[src/rtl/ps2_packet_assembler_if.sv]
// Frame input / packet output bundle between the PS/2 receiver, the packet
// assembler and the downstream mouse logic.
interface ps2_packet_assembler_if #(
    parameter int NUM_WORDS = 3,
    parameter int ERR_CNT_W = 8
);
    logic [10:0]            i_frame;
    logic                   i_frame_stb;
    logic [8*NUM_WORDS-1:0] o_packet;
    logic                   o_packet_valid;
    logic                   o_packet_err;
    logic [2:0]             o_err_code;
    logic [ERR_CNT_W-1:0]   o_err_count;
    logic                   o_busy;

    // Receiver side: supplies frames, observes packets and errors.
    modport master (
        output i_frame, i_frame_stb,
        input  o_packet, o_packet_valid, o_packet_err, o_err_code, o_err_count, o_busy
    );

    // Assembler side.
    modport slave (
        input  i_frame, i_frame_stb,
        output o_packet, o_packet_valid, o_packet_err, o_err_code, o_err_count, o_busy
    );
endinterface

[src/rtl/ps2_packet_assembler.sv]
// PS/2 packet assembler: validates each 11-bit frame as it arrives (start,
// stop, odd parity), collects NUM_WORDS data bytes into one packet, resyncs on
// the mouse sync bit (byte 0, bit 3) and drops stale partial packets after an
// inter-frame timeout. Reports an error class and a saturating error count.
module ps2_packet_assembler #(
    parameter int NUM_WORDS      = 3,
    parameter bit CHECK_SYNC     = 1'b1,
    parameter int TIMEOUT_CYCLES = 200000,
    parameter int ERR_CNT_W      = 8
) (
    input  logic                  i_clk,
    input  logic                  i_rst_n,
    ps2_packet_assembler_if.slave bus
);
    localparam int IDX_W = (NUM_WORDS > 1) ? $clog2(NUM_WORDS) : 1;
    localparam int TMR_W = $clog2(TIMEOUT_CYCLES);
    localparam logic [IDX_W-1:0] LAST_IDX = IDX_W'(NUM_WORDS - 1);
    localparam logic [TMR_W-1:0] TMR_LAST = TMR_W'(TIMEOUT_CYCLES - 1);

    typedef enum logic {IDLE, COLLECT} state_t;

    state_t                 state_reg, state_next;
    logic [IDX_W-1:0]       index_reg, index_next;
    logic [TMR_W-1:0]       timer_reg, timer_next;
    logic [7:0]             stage_reg [NUM_WORDS];
    logic [8*NUM_WORDS-1:0] packet_reg, packet_next;
    logic                   valid_reg;
    logic                   err_reg, err_next;
    logic [2:0]             code_reg, code_next;
    logic [ERR_CNT_W-1:0]   count_reg;
    logic                   wr_en;
    logic [IDX_W-1:0]       wr_idx;
    logic                   done;

    // Frame decode: data bits, framing, odd parity and mouse sync bit.
    logic [7:0] data;
    logic       framing_ok, parity_ok, good, sync_ok;
    assign data       = bus.i_frame[9:2];
    assign framing_ok = !bus.i_frame[10] && bus.i_frame[0];
    assign parity_ok  = ^bus.i_frame[9:1];
    assign good       = framing_ok && parity_ok;
    assign sync_ok    = !CHECK_SYNC || data[3];

    // State register and packet-position bookkeeping.
    always_ff @(posedge i_clk) begin
        if (!i_rst_n) begin
            state_reg <= IDLE;
            index_reg <= '0;
            timer_reg <= '0;
        end else begin
            state_reg <= state_next;
            index_reg <= index_next;
            timer_reg <= timer_next;
        end
    end

    // Next-state logic: frame acceptance, discard decisions and error class.
    always_comb begin
        state_next = state_reg;
        index_next = index_reg;
        timer_next = timer_reg;
        wr_en      = 1'b0;
        wr_idx     = index_reg;
        done       = 1'b0;
        err_next   = 1'b0;
        code_next  = code_reg;
        case (state_reg)
            IDLE: begin
                if (bus.i_frame_stb) begin
                    if (good && sync_ok) begin
                        wr_en  = 1'b1;
                        wr_idx = '0;
                        if (NUM_WORDS == 1) begin
                            done = 1'b1;
                        end else begin
                            index_next = IDX_W'(1);
                            timer_next = '0;
                            state_next = COLLECT;
                        end
                    end else if (!good) begin
                        err_next  = 1'b1;
                        code_next = {1'b0, !parity_ok, !framing_ok};
                    end else begin
                        err_next  = 1'b1;
                        code_next = 3'b100;
                    end
                end
            end
            COLLECT: begin
                if (bus.i_frame_stb) begin
                    if (good) begin
                        wr_en      = 1'b1;
                        timer_next = '0;
                        if (index_reg == LAST_IDX) begin
                            done       = 1'b1;
                            index_next = '0;
                            state_next = IDLE;
                        end else begin
                            index_next = index_reg + IDX_W'(1);
                        end
                    end else begin
                        // A bad frame only kills the packet; it never restarts one.
                        err_next   = 1'b1;
                        code_next  = {1'b0, !parity_ok, !framing_ok};
                        index_next = '0;
                        state_next = IDLE;
                    end
                end else if (timer_reg == TMR_LAST) begin
                    err_next   = 1'b1;
                    code_next  = 3'b100;
                    index_next = '0;
                    state_next = IDLE;
                end else begin
                    timer_next = timer_reg + TMR_W'(1);
                end
            end
            default: begin
                state_next = IDLE;
                index_next = '0;
            end
        endcase
    end

    // Staging bytes plus the completed-packet view that includes this cycle's byte.
    for (genvar gi = 0; gi < NUM_WORDS; gi++) begin : g_stage
        assign packet_next[8*gi +: 8] =
            (wr_en && wr_idx == IDX_W'(gi)) ? data : stage_reg[gi];

        // Partial bytes live here so o_packet only ever shows whole packets.
        always_ff @(posedge i_clk) begin
            if (!i_rst_n) begin
                stage_reg[gi] <= '0;
            end else if (wr_en && wr_idx == IDX_W'(gi)) begin
                stage_reg[gi] <= data;
            end
        end
    end

    // Registered packet, pulse outputs, error code and saturating error count.
    always_ff @(posedge i_clk) begin
        if (!i_rst_n) begin
            packet_reg <= '0;
            valid_reg  <= 1'b0;
            err_reg    <= 1'b0;
            code_reg   <= '0;
            count_reg  <= '0;
        end else begin
            valid_reg <= done;
            err_reg   <= err_next;
            code_reg  <= code_next;
            if (done) begin
                packet_reg <= packet_next;
            end
            if (err_next && count_reg != '1) begin
                count_reg <= count_reg + ERR_CNT_W'(1);
            end
        end
    end

    assign bus.o_packet       = packet_reg;
    assign bus.o_packet_valid = valid_reg;
    assign bus.o_packet_err   = err_reg;
    assign bus.o_err_code     = code_reg;
    assign bus.o_err_count    = count_reg;
    assign bus.o_busy         = (state_reg == COLLECT);
endmodule

[src/flat_wrapper.sv]
// flat-port wrapper written by rule: the top's interface ports become plain ports
module ps2_packet_assembler_flat 
#(
    parameter int NUM_WORDS      = 3,
    parameter bit CHECK_SYNC     = 1'b1,
    parameter int TIMEOUT_CYCLES = 200000,
    parameter int ERR_CNT_W      = 8
)
  (i_clk, i_rst_n, bus_i_frame, bus_i_frame_stb, bus_o_packet, bus_o_packet_valid, bus_o_packet_err, bus_o_err_code, bus_o_err_count, bus_o_busy);
  ps2_packet_assembler_if #(.NUM_WORDS(NUM_WORDS), .ERR_CNT_W(ERR_CNT_W)) bus_i ();
  input  logic i_clk;
  input  logic i_rst_n;
  input wire logic [$bits(bus_i.i_frame)-1:0] bus_i_frame;
  input wire logic [$bits(bus_i.i_frame_stb)-1:0] bus_i_frame_stb;
  output wire logic [$bits(bus_i.o_packet)-1:0] bus_o_packet;
  output wire logic [$bits(bus_i.o_packet_valid)-1:0] bus_o_packet_valid;
  output wire logic [$bits(bus_i.o_packet_err)-1:0] bus_o_packet_err;
  output wire logic [$bits(bus_i.o_err_code)-1:0] bus_o_err_code;
  output wire logic [$bits(bus_i.o_err_count)-1:0] bus_o_err_count;
  output wire logic [$bits(bus_i.o_busy)-1:0] bus_o_busy;
  assign bus_i.i_frame = bus_i_frame;
  assign bus_i.i_frame_stb = bus_i_frame_stb;
  assign bus_o_packet = bus_i.o_packet;
  assign bus_o_packet_valid = bus_i.o_packet_valid;
  assign bus_o_packet_err = bus_i.o_packet_err;
  assign bus_o_err_code = bus_i.o_err_code;
  assign bus_o_err_count = bus_i.o_err_count;
  assign bus_o_busy = bus_i.o_busy;
  ps2_packet_assembler #(.NUM_WORDS(NUM_WORDS), .CHECK_SYNC(CHECK_SYNC), .TIMEOUT_CYCLES(TIMEOUT_CYCLES), .ERR_CNT_W(ERR_CNT_W)) u_core (.i_clk(i_clk), .i_rst_n(i_rst_n), .bus(bus_i));
endmodule
[config.mk]
export PLATFORM = sky130hd
export DESIGN_NAME = ps2_packet_assembler_flat
export DESIGN_NICKNAME = d
export VERILOG_FILES = /design/src/rtl/ps2_packet_assembler_if.sv /design/src/rtl/ps2_packet_assembler.sv /design/src/flat_wrapper.sv
export SDC_FILE = /design/constraint.sdc
export NUM_CORES = 1
export LEC_CHECK = 0
export CAP_MARGIN = 20
export CELL_PAD_IN_SITES_DETAIL_PLACEMENT = 0
export CELL_PAD_IN_SITES_GLOBAL_PLACEMENT = 1
export CORE_ASPECT_RATIO = 1.5
export CORE_MARGIN = 8
export CORE_UTILIZATION = 44
export CTS_CLUSTER_SIZE = 10
export DETAILED_ROUTE_END_ITERATION = 8
export MAX_ROUTING_LAYER = met4
export PLACE_DENSITY = 0.95
export SLEW_MARGIN = 20
export SYNTH_ARGS = -nofsm -noshare
export SYNTH_HDL_FRONTEND = slang
export SYNTH_SLANG_ARGS = --single-unit
[constraint.sdc]
create_clock -name i_clk -period 6.1 [get_ports i_clk]
set_clock_uncertainty 0.2 [all_clocks]
set_input_delay 1.22 -clock i_clk [delete_from_list [all_inputs] [get_ports i_clk]]
set_output_delay 1.22 -clock i_clk [all_outputs]
set_load 0.02 [all_outputs]
; ---- Word-level counts from Yosys, hierarchy flattened
; Memories as Yosys holds them, arrays and structs flattened. A register that Yosys moved wholly into a read port is not among the register bits.
; Index checks and enable logic that the tools add are counted.
[word_totals]
ff_bits = 34
input_bits = 14
out_inout_bits = 38
memories = 1
ramBits = 24
[mem_list]
columns = name, depth, word_bits, rd, rd_ports_with_merged_regs, wr, line
row1 = u_core.stage_reg, 3, 8, 3, 3, 3, ps2_packet_assembler.sv:25  ; logic [7:0] stage_reg [NUM_WORDS];
[classes]
eq_ne = 12
n_mux = 56
n_bitwise = 4
addsub = 3
reduce_logical = 18
[ops]
columns = op, count
row1 = 18-bit two-way mux, 5
row2 = 18-bit one-hot mux with 2 select lines, 1
row3 = 1-bit two-way mux, 27
row4 = 8-bit two-way mux, 3
row5 = 18-bit by 1-bit adder with 18-bit output (second input constant), 1
row6 = 18-bit equality test (second input constant), 1
row7 = 2-bit two-way mux, 9
row8 = 3-bit two-way mux, 6
row9 = 3-bit inequality test (second input constant), 4
row10 = 9-bit XOR reduction, 1
row11 = 8-bit by 1-bit adder with 8-bit output (second input constant), 1
row12 = 8-bit inequality test (second input constant), 1
row13 = 4-bit AND reduction, 2
row14 = 1-bit logical AND, 7
row15 = 1-bit zero test, 6
row16 = 1-bit one-hot mux with 2 select lines, 3
row17 = 3-bit one-hot mux with 2 select lines, 1
row18 = 2-bit equality test (second input constant), 2
row19 = 2-bit inequality test (second input constant), 2
row20 = 2-bit one-hot mux with 2 select lines, 1
row21 = 1-bit OR, 3
row22 = 3-bit AND reduction, 1
row23 = 2-bit by 1-bit adder with 2-bit output (second input constant), 1
row24 = 2-bit by 1-bit equality test with 1-bit output (second input constant), 1
row25 = other kinds (3), 3

; ---- Logic depth before layout (Yosys ltp)
[logic_depth]
ltp_word = 13
ltp_mapped = 8
mapped_depth_nobuf = 5

; ---- Least setup slack after synthesis
; OpenSTA, ideal clock, no wires.
[synth_timing]
path_type = input -> register
startpoint = in bus_i_frame[3]
endpoint = mem u_core.stage_reg[0][0], enable pin
t_arrival_ns = 2.742
n_path_buf = 2
setup_slack_ns = 2.829
cell_stages = 7
path_cell_list = xor2_1 -> xnor3_2 -> mux2i_1 -> buf_6 -> buf_4 -> nand2_1 -> nand2_1
[synth_lines]
columns = element, line
row1 = "start, declared", flat_wrapper.sv:13  ; input wire logic [$bits(bus_i.i_frame)-1:0] bus_i_frame;
row2 = "end, declared", ps2_packet_assembler.sv:25

==> load_flow_metrics.sql <==
INSERT INTO impl_metrics (metric_group, metric, value, unit) VALUES
('detailed_routing', 'drt_wirelength', '7240', 'um'),
('cells_and_area', 'post_route_cells_drive_above_1_share', '5.59', '%'),
('logic_synthesis', 'mappedNetlistNets', '341', ''),
('setup_path', 'worst_ep_arrival_time', '3.43', 'ns'),
('global_routing', 'global_route.usage.met1', '14.4', '%'),
('logic_synthesis', 'ys_dominant_reg_cell', 'dfxtp_1', ''),
('min_path', 'min-delay-start', 'u_core.bus.o_err_code[0]', ''),
('pwr', 'leakage', '1.58', 'nW'),
('setup_path', 'cp-end-kind', 'flop', ''),
('clock_network', 'clk-insertion-delay-late', '0.35', 'ns'),
('setup_path', 'setup.worst_path.class', 'in -> reg', ''),
('timing', 'final.min_clock_period', '3.61', 'ns'),
('min_path', 'worstHoldPathType', 'reg -> reg', ''),
('timing', 'fin_worst_hold_slack', '0.276', 'ns'),
('timing', 'finalHoldViolCount', '0', ''),
('detailed_routing', 'detail_route.first_pass.iterations', '4', ''),
('pwr', 'pwr_density_cell', '252', 'nW/um^2'),
('clock_network', 'postCtsHoldBufs', '0', ''),
('clock_network', 'clock_tree.htree_level_count', '3', ''),
('timing', 'fin_crit_sh', '59.3', '%'),
('global_routing', 'grt_antenna_before_repair', '0', ''),
('clock_network', 'ctsResizeCount', '0', ''),
('logic_synthesis', 'netlist-cell-type-count', '46', ''),
('detailed_routing', 'vias', '2574', ''),
('detailed_routing', 'drt_iter0_drc', '77', ''),
('detailed_routing', 'routed_wire_length_per_instance', '15.2', 'um'),
('global_routing', 'via_count_of_the_first_global_routing_pass', '2514', ''),
('clock_network', 'post_cts_buffers', '0', ''),
('clock_network', 'cts_root_buffer', 'clkbuf_8', ''),
('setup_path', 'regToRegStartpoint', 'u_core.bus.o_busy', ''),
('logic_synthesis', 'synthesis.area_per_instance', '10.1', 'sq um'),
('global_routing', 'grtUsageMet3', '3.91', '%'),
('setup_path', 'regToRegSetupSlack', '3.56', 'ns'),
('detailed_routing', 'drcViolationCount', '0', ''),
('clock_network', 'deepest_clock_path_buffer_count', '2', ''),
('floorplanning', 'floorplan.rows', '38', ''),
('placement', 'io_buffer_count', '51', ''),
('global_routing', 'grt-busiest-layer', 'met2', ''),
('cells_and_area', 'area_growth_syn_to_layout', '24.4', '%'),
('outcome', 'outcome', 'finished, final reports clean', ''),
('setup_path', 'timing.critical_path.from_type', 'input port', ''),
('setup_path', 'critPathLaunch', 'bus_i_frame[6]', ''),
('detailed_routing', 'per_cell_via_count_in_the_routed_design', '5.41', ''),
('logic_synthesis', 'synth_register_bits', '74', ''),
('detailed_routing', 'antenna_violating_nets_left', '0', ''),
('floorplanning', 'die_height', '122', 'um'),
('floorplanning', 'die_w', '86.4', 'um'),
('logic_synthesis', 'seq_area_frac_synth', '50.2', '%'),
('clock_network', 'cts_tree', 'built', ''),
('global_routing', 'grt_usage', '14.7', '%'),
('timing', 'final-max-slew-violation-count', '0', ''),
('flow_run', 'number_of_max_cap_violations', '0', ''),
('logic_synthesis', 'post_synth_inst_count', '325', ''),
('floorplanning', 'floorplan.initialDensity', '45.3', '%'),
('timing', 'worst_slew_margin_rel', '32.4', '%'),
('cells_and_area', 'antenna-diode-count', '0', ''),
('logic_synthesis', 'synth.cell_area', '3270', 'sq um'),
('floorplanning', 'placeableCoreArea', '7230', 'sq um'),
('clock_network', 'clk_pin_slew', '0.07', 'ns'),
('timing', 'timing.fmax', '0.277', 'GHz'),
('logic_synthesis', 'synth_warnings', '0', ''),
('cells_and_area', 'final_net_count', '387', ''),
('floorplanning', 'io-pin-count', '52', ''),
('setup_path', 'cp_max_fo', '11', ''),
('clock_network', 'clock_sink_count', '74', ''),
('logic_synthesis', 'synth-edff-count', '16', ''),
('cells_and_area', 'flip_flop_count_of_the_largest_register_all_copies_and_words_added', '24', ''),
('logic_synthesis', 'postSynth.asyncResetShare', '0', '%'),
('timing', 'timing.final.setup_violations', '0', ''),
('timing', 'transition_time_at_the_pin_with_the_least_slew_margin', '1.01', 'ns'),
('global_routing', 'use_met2', '25.0', '%');
==> power breakdown <==
group | internal, mW | switching, mW | leakage [nW] | total (mW)
combinational | 0.0362 | 0.0455 | 0.851 | 0.0817
sequential | 0.509 | 0.00557 | 0.632 | 0.515
clock | 0.241 | 0.186 | 0.101 | 0.427
total | 0.787 | 0.237 | 1.58 | 1.02
==> final cells by class <==
| cell class | instances | area [sq um] |
|---|---|---|
| clock buffer | 10 | 138 |
| clock inverter | 6 | 90.1 |
| fill | 660 | 3160 |
| inverter | 5 | 18.8 |
| multi-input combinational | 228 | 1510 |
| sequential | 74 | 1640 |
| tap | 100 | 125 |
| timing repair buffer | 53 | 546 |
==> synth_stat cells, types with 8 or more instances <==
master	n	area (sq um)
nor2_1	34	128
a21oi_1	22	110
edfxtp_1	16	480
mux2i_1	28	280
nand2_1	16	60.1
or3_1	12	75.1
dfxtp_1	58	1160
o21ai_0	18	90.1
nand4_1	12	75.1
and2_1	8	50.1
and3_1	11	68.8
clkbuf_1	11	41.3
==> layout by cell type (no fill, tap or decap), drive strengths merged, types with 8 or more instances in the layout <==
cell type	n
nor2	34
mux2i	29
and3	11
dfxtp	58
clkdlybuf4s50	51
a21oi	22
edfxtp	16
o21ai	18
or3	12
and2	8
nand2	16
nand4	12
clkbuf	10
==> critical path, stage by stage <==
cell	delay (ns)
clkdlybuf4s50_1	0.54
xor2_1	0.17
xnor3_2	0.52
mux2i_1	0.56
nand2b_1	0.41
==> metrics by stage <==
step / setup slack [ns] / cell area [sq um] / util (%)
after CTS: 2.50 / 4070 / 56.3
after detailed placement: 2.12 / 3840 / 53.2
after global routing: 2.21 / 4070 / 56.3
final: 2.49 / 4070 / 56.3
after floorplan: 2.83 / 3270 / -
after global placement: 2.03 / 3810 / 52.8
==> logic make-up after synthesis <==
group                      after synthesis  share of synthesized area [%]
AOI/OAI and AO/OA                       60                           11.1
and+or+nand+nor                        127                           21.1
muxes                                   29                           9.26
xor gates and xnor gates                10                           4.02
DFF                                     74                           50.2
buffers and inverters                   23                           3.63
adders and majority gates                2                          0.765
==> worst paths after layout <==
path | endpoint | cells after the start
setup / recovery | u_core.stage_reg[1][6] | 5
hold / removal | u_core.bus.o_err_code[0] | 2
setup reg to reg | u_core.timer_reg[17] | 5
hold reg to reg | u_core.bus.o_err_code[0] | 2
==> per-layer routing <==
layer	vias to the layer above	part of all wire, %
met5	-	0
li1	1279	-
met2	48	53
met4	0	2.9
met3	17	4.0
met1	1230	40
Power figures use the tool's default switching activity.
